## config.mk

```make
export PLATFORM = sky130hd
export DESIGN_NAME = cpu_step_controller
export DESIGN_NICKNAME = d
export VERILOG_FILES = /design/src/rtl/cpu_dbg_pkg.sv /design/src/rtl/tick_prescaler.sv /design/src/rtl/cpu_step_controller.sv
export SDC_FILE = /design/constraint.sdc
export NUM_CORES = 1
export LEC_CHECK = 0
export CORE_MARGIN = 10
export CORE_UTILIZATION = 30
export DETAILED_ROUTE_END_ITERATION = 16
export PLACE_DENSITY = 0.5
export RECOVER_POWER = 25
export SKIP_CTS_REPAIR_TIMING = 1
export SLEW_MARGIN = 20
export SYNTH_ARGS = -nofsm -noshare
export SYNTH_HDL_FRONTEND = slang
export SYNTH_SLANG_ARGS = --single-unit
export TNS_END_PERCENT = 50
```

## constraint.sdc

```tcl
create_clock -name clk -period 4.6 [get_ports clk]
set_clock_uncertainty 0.1 [all_clocks]
set_input_delay 0.92 -clock clk [delete_from_list [all_inputs] [get_ports clk]]
set_output_delay 0.92 -clock clk [all_outputs]
set_load 0.01 [all_outputs]
```

## src/rtl/cpu_dbg_pkg.sv

```systemverilog
// Shared types and constants for the board-level CPU debug step controller.
package cpu_dbg_pkg;

  localparam int unsigned DBG_CYCLES_W = 32;
  localparam int unsigned STEP_CNT_W   = 8;

  typedef enum logic [1:0] {
    IDLE,
    STEP,
    RUN,
    BREAK
  } dbg_state_t;

  // A step request of 0 cycles still executes one cycle.
  function automatic logic [STEP_CNT_W-1:0] step_load(input logic [STEP_CNT_W-1:0] n);
    return (n == '0) ? STEP_CNT_W'(1) : n;
  endfunction

endpackage

```

## src/rtl/tick_prescaler.sv

```systemverilog
// Run/step tick generator: every cycle when fast, else once per RUN_DIV cycles.
module tick_prescaler #(
  parameter int unsigned DIV_W   = 28,
  parameter int unsigned RUN_DIV = 50_000_000
) (
  input  logic clk,
  input  logic clear,
  input  logic load,
  input  logic fast,
  output logic tick
);

  localparam logic [DIV_W-1:0] RELOAD = DIV_W'(RUN_DIV - 1);

  logic [DIV_W-1:0] div;

  assign tick = fast | (div == '0);

  // load forces the first tick into the first cycle of the newly entered state
  always_ff @(posedge clk or posedge clear) begin
    if (clear) begin
      div <= '0;
    end else if (load) begin
      div <= '0;
    end else if (tick) begin
      div <= RELOAD;
    end else begin
      div <= div - DIV_W'(1);
    end
  end

endmodule

```

## src/rtl/cpu_step_controller.sv

```systemverilog
// Converts debounced step/run button edges into processor clock enables,
// with N-cycle stepping, free/divided run, PC breakpoint and core-halt stop.
module cpu_step_controller
  import cpu_dbg_pkg::*;
#(
  parameter int unsigned RUN_DIV = 50_000_000,
  parameter int unsigned DIV_W   = 28,
  parameter int unsigned PC_W    = 32
) (
  input  logic                    clk,
  input  logic                    clear,
  input  logic                    btn_step,
  input  logic                    btn_run,
  input  logic [STEP_CNT_W-1:0]   step_count,
  input  logic                    fast,
  input  logic                    bp_en,
  input  logic [PC_W-1:0]         bp_addr,
  input  logic [PC_W-1:0]         pc,
  input  logic                    cpu_halt,
  output logic                    cpu_en,
  output logic                    running,
  output logic                    at_bp,
  output logic [DBG_CYCLES_W-1:0] cycles
);

  dbg_state_t            state, state_nx;
  logic                  btn_step_q, btn_run_q;
  logic [STEP_CNT_W-1:0] remain, remain_nx;
  logic                  armed, armed_nx;
  logic                  step_rise, run_rise, bp_hit;
  logic                  tick, load;

  assign step_rise = btn_step & ~btn_step_q;
  assign run_rise  = btn_run & ~btn_run_q;
  assign bp_hit    = bp_en & armed & (pc == bp_addr);

  assign running = (state == RUN);
  assign at_bp   = (state == BREAK);

  assign load = (state_nx != state) && ((state_nx == STEP) || (state_nx == RUN));

  tick_prescaler #(
    .DIV_W  (DIV_W),
    .RUN_DIV(RUN_DIV)
  ) u_tick (
    .clk  (clk),
    .clear(clear),
    .load (load),
    .fast (fast),
    .tick (tick)
  );

  always_ff @(posedge clk or posedge clear) begin
    if (clear) begin
      state      <= IDLE;
      btn_step_q <= 1'b0;
      btn_run_q  <= 1'b0;
      remain     <= '0;
      armed      <= 1'b0;
      cycles     <= '0;
    end else begin
      state      <= state_nx;
      btn_step_q <= btn_step;
      btn_run_q  <= btn_run;
      remain     <= remain_nx;
      armed      <= armed_nx;
      if (cpu_en) begin
        cycles <= cycles + DBG_CYCLES_W'(1);
      end
    end
  end

  // Next state, enable and step/arm bookkeeping
  always_comb begin
    state_nx  = state;
    remain_nx = remain;
    armed_nx  = 1'b0;
    cpu_en    = 1'b0;

    unique case (state)
      IDLE: begin
        if (cpu_halt) begin
          state_nx = IDLE;
        end else if (run_rise) begin
          state_nx = RUN;
        end else if (step_rise) begin
          state_nx = STEP;
        end
      end
      STEP: begin
        cpu_en = tick & ~cpu_halt;
        if (cpu_en) begin
          remain_nx = remain - STEP_CNT_W'(1);
        end
        if (cpu_halt) begin
          state_nx = IDLE;
        end else if (cpu_en && (remain <= STEP_CNT_W'(1))) begin
          state_nx = IDLE;
        end
      end
      RUN: begin
        cpu_en = tick & ~cpu_halt & ~bp_hit & ~run_rise;
        if (cpu_halt) begin
          state_nx = IDLE;
        end else if (run_rise) begin
          state_nx = IDLE;
        end else if (tick && bp_hit) begin
          state_nx = BREAK;
        end
      end
      BREAK: begin
        if (cpu_halt) begin
          state_nx = IDLE;
        end else if (run_rise) begin
          state_nx = RUN;
        end else if (step_rise) begin
          state_nx = STEP;
        end
      end
      default: state_nx = IDLE;
    endcase

    if (load && (state_nx == STEP)) begin
      remain_nx = step_load(step_count);
    end

    // Disarmed on RUN entry so a resume from BREAK executes the breakpoint PC
    if ((state_nx == RUN) && (state == RUN)) begin
      armed_nx = armed | cpu_en;
    end
  end

endmodule

```

Yosys cells after proc, flatten, opt, wreduce, memory -nomap -nowiden:

Cells that the tools add are included.

* flip-flop bits (word level): 73
* bits of input ports: 79
* output and inout bits: 35
* word-level logic and storage cells: 62

* add/subtract/negate cells: 3
* order comparisons: 1
* eq/ne operators: 7
* mux-type cells: 17
* bitwise gates (word level): 14
* reduce and logical (&&, ||, !) cells: 13

Operators with widths (number)
* 28-bit 2-to-1 mux: 2
* 32-bit by 1-bit adder with 32-bit output, second input constant: 1
* 32-bit equality test: 1
* 8-bit 2-to-1 mux: 4
* 28-bit zero test: 1
* 28-bit by 1-bit subtractor with 28-bit output, second input constant: 1
* 2-bit 2-to-1 mux: 8
* 8-bit by 1-bit less-or-equal comparator with 1-bit output, second input constant: 1
* 8-bit zero test: 1
* 8-bit by 1-bit subtractor with 8-bit output, second input constant: 1
* 1-bit bitwise AND: 7
* 2-bit equality test, second input constant: 3
* 2-bit one-hot mux with 3 select lines: 1
* 1-bit logical AND: 5
* 1-bit NOT: 5
* 2-bit by 1-bit equality test with 1-bit output, second input constant: 2
* 2-bit nonzero test: 2
* 2-bit zero test: 1
* 2-bit inequality test: 1
* 1-bit bitwise OR: 2
* 1-bit one-hot mux with 2 select lines: 1
* 2-bit AND reduction: 1
* 2-bit OR reduction: 1
* 1-bit logical OR: 1
* 1-bit 2-to-1 mux: 1

Logic depth before layout (Yosys ltp):

* word-level depth: 13
* mapped depth: 14
* gate-level depth less buffers: 13

Modules after synthesis:

Synthesis repeated with hierarchy kept, for this count alone.

* cells, all modules: 452
* area total of the unflattened synthesis: 4425.5 µm²

By module, submodules not included
* cpu_step_controller: times used 1, cells each 299, area each 2915.3 µm², sequential area each 1126.1 µm²
* tick_prescaler: times used 1, cells each 153, area each 1510.2 µm², sequential area each 700.7 µm²

Worst setup path after synthesis:

Ideal clock, no wire load.

* kind: in2out
* start point: input port bp_addr[30]
* end point: output port cpu_en
* arrival: 2658 ps
* data required time: 3580 ps
* slack: 922 ps
* cell stages on the path: 7
* buffers on the path: 1
* cells stage by stage: xor2_1 or4b_2 nor4_1 nand4_1 nand2_1 buf_1 inv_1

* longest elaborated chain between the ends: 6

RTL lines
* from (decl): RTL line cpu_step_controller.sv:17 `input logic [PC_W-1:0] bp_addr,`
* 32-bit equality test: RTL line cpu_step_controller.sv:35 `assign bp_hit = bp_en & armed & (pc == bp_addr);`
* 1-bit bitwise AND: RTL line cpu_step_controller.sv:35
* 1-bit NOT: RTL line cpu_step_controller.sv:102 `cpu_en = tick & ~cpu_halt & ~bp_hit & ~run_rise;`
* 1-bit bitwise AND (2 in a row): RTL line cpu_step_controller.sv:102
* 1-bit one-hot mux with 2 select lines: RTL line cpu_step_controller.sv:80 `unique case (state)`
* to (decl): RTL line cpu_step_controller.sv:20 `output logic cpu_en,`

No other way between the ends.

Worst setup path after layout:

Same ends and word-level chain as after synthesis.

==> summary.txt <==
buffers plus inverters on the worst setup path: 3
worst min path class: reg2reg
post-synthesis cell count: 433
later-pin clock latency in the skew report: 0.33 ns
delay-heaviest family, CP: simple AND/OR/NAND/NOR gates
Slew Limit Fails: 75
clk slew on worst S/H paths: 0.05 ns
depth of the CTS H-tree: 3
sequential share of the synthesized area: 43.0%
residual DRC count: 0
CP dominant cell by count: clkdlybuf4s50_1
Comb pwr share: 17.6%
crit path max fanout: 2
Die Footprint: 19,300 um2
Slew @ Worst Pin: 2.44 ns
clock power share: 39.5%
initial antenna violation count: 0
P_leak: 2.42 nW
clock root buffer: clkbuf_16
Die X: 139 um
final setup fails: 0
Fill cells: 1,399
final hold violation count: 0
CP max stage delay: 0.67 ns
number of DRC markers in iteration 0: 283
Worst EP arrival: 3.29 ns
kind of critical path: in2out
violated checks: max-capacitance violations, max-slew violations
max_cap viols: 2
gr usage total: 12.0%
Synth async-reset ratio: 100%
CTS tree: built
area of the multi-input gates: 2310 um2
hold slack final: 0.379 ns
Ys Warns: 0
Netlist Area Pre-Place: 4250 um2
CTS Buf Count: 9
NetSw: 0.000423 W
Core Rows: 43
Num Clock Sinks: 73
wire length per cell: 15.3 um
syn avg cell area: 9.82 um2
Setup TNS: 0 ns
antenna cells: 0
Vias: 3,583
leading cell type in the layout, fill and taps excluded: clkdlybuf4s50_1
Net Sw Frac: 24.7%
Routed WL: 11,300 um
Critical-path top delay cell: or4b_2
Startpoint Class: input pin
Port Buf Inserts: 113
period utilization: 93.6%
pin count of the biggest net entering global routing: 46
Final ANT Viol Nets: 0
first-pass GRT wire length: 19,400 um
Most used DFF post-synth: dfrtp_1
Tmin final: 4.31 ns
Power per Cell Area: 290 nW/um2
WP data required: 3.58 ns
vias in the first global route: 3,926
Crit. End Element: output port
Synth Net Count: 522
FF/Latch Area: 1830 um2
register share of total power: 42.9%
Initial Utilization: 30.6%
die height: 139 um
Worst VDD drop: 0.000227 V
fmax: 232 MHz
Ports: 114
Core ar.: 13,900 um2
nets@finish: 644
CP Cell Sequence: clkdlybuf4s50_1 -> xor2_1 -> or4b_2 -> nor4_1 -> nand4_1 -> nand2_1 -> inv_1 -> clkdlybuf4s50_1
distinct cell type count after synthesis: 52
most frequent cells in the layout: 110 x clkdlybuf4s50_1, 73 x dfrtp_1, 55 x xnor2_1
CTS max path bufs: 2
slew margin rel.: -63.0%
status: complete, but fails checks
DRT Pass-1 Iters: 4
number of flops mapped to enable cells by yosys: 0
HPWL after detailed placement: 8930 um
Area Overhead vs Synth: 38.7%
Final Wtd Congestion: 0.800
RSZ-0062 raised after global routing: false
number of synthesized register bits: 73
grt total ovfl: 0
share of cells above drive strength 1: 6.63%
Avg Vias per Cell: 4.86
internal power: 0.00129 W
[stage by stage]
step	setup slack [ns]	std cells	area, um2	total power (W)	util (%)
6_report	0.293	738	5900	0.00171	42.5
5_1_grt	0.0854	738	5900	0.00181	42.5
4_1_cts	0.280	738	5910	0.00174	42.6
3_5_place_dp	0.291	724	5620	0.00105	40.5
3_3_place_gp	0.333	724	5620	0.00105	40.5
2_1_floorplan	0.922	433	4250	0.000914	-
[layer usage]
| metal | track usage [%] | wire (um) | up-vias |
|---|---|---|---|
| met3 | 4.93 | 968 | 15 |
| met5 | 0 | 0 | - |
| met2 | 19.3 | 5310 | 105 |
| met1 | 13.5 | 4780 | 1686 |
| li1 | - | - | 1777 |
| met4 | 5.33 | 209 | 0 |
[power by group through the flow]
stage                     combinational, W  clock, W  sequential (W)
after floorplan                   0.000178         0        0.000736
after global placement            0.000304         0        0.000743
after detailed placement          0.000308         0        0.000744
after CTS                         0.000310  0.000699        0.000734
after global routing              0.000339  0.000728        0.000741
final                             0.000301  0.000676        0.000734
[cells by family (layout without fill, tap and decap cells)]
kind of cell / count (synthesis) / after routing / share of synthesized area (%)
muxes: 9 / 9 / 2.97
xor gates and xnor gates: 92 / 92 / 18.9
DFF: 73 / 73 / 43.0
AOI/OAI and AO/OA: 42 / 42 / 6.47
buffers and inverters: 27 / 152 / 2.62
adders and majority gates: 10 / 10 / 2.94
and+or+nand+nor: 180 / 180 / 23.1
[final cells by class]
class                      count  area share [%]
multi-input combinational    333            39.2
sequential                    73            31.0
timing repair buffer         121            20.1
clock buffer                  11            4.11
tap                          180            3.82
inverter                      17            1.08
clock inverter                 3           0.721
[synthesized netlist by cell type (2+ instances only)]
master | n | share of area (%)
nor4b_1 | 2 | 0.41
a31oi_1 | 4 | 0.59
and3_1 | 5 | 0.74
nor3b_1 | 2 | 0.35
or2_2 | 3 | 0.44
nor4_1 | 25 | 3.7
nand3_1 | 18 | 2.1
nor2_1 | 34 | 3.0
xnor2_1 | 55 | 11
ha_1 | 10 | 2.9
nand2b_1 | 5 | 0.74
o21ai_0 | 5 | 0.59
a21oi_1 | 19 | 2.2
nor2b_1 | 2 | 0.29
buf_2 | 2 | 0.24
o31ai_1 | 2 | 0.35
nor3_1 | 19 | 2.2
xor2_1 | 37 | 7.6
nand4_1 | 15 | 2.2
inv_1 | 17 | 1.5
dfrtp_1 | 73 | 43
mux2_4 | 7 | 2.5
nand2_1 | 31 | 2.7
nand3b_1 | 2 | 0.35
clkbuf_1 | 6 | 0.53
or4_1 | 7 | 1.2
[state kept, by name, indices dropped and copies added (netlist names)]
name	cells
cycles	32
u_tick.div	28
remain	8
state	2
armed	1
btn_run_q	1
btn_step_q	1
[final timing paths]
kind	startpoint	slack, ns	end	cells after the start
max	bp_addr[30]	0.29	cpu_en	8
min	cycles[31]	0.38	cycles[31]	1
max reg2reg	u_tick.div[0]	0.91	remain[1]	14
min reg2reg	cycles[31]	0.38	cycles[31]	1
max in group asynchronous	clear	1.15	remain[4]	3
min in group asynchronous	clear	1.49	btn_run_q	3
Power figures use the tool's default switching activity.
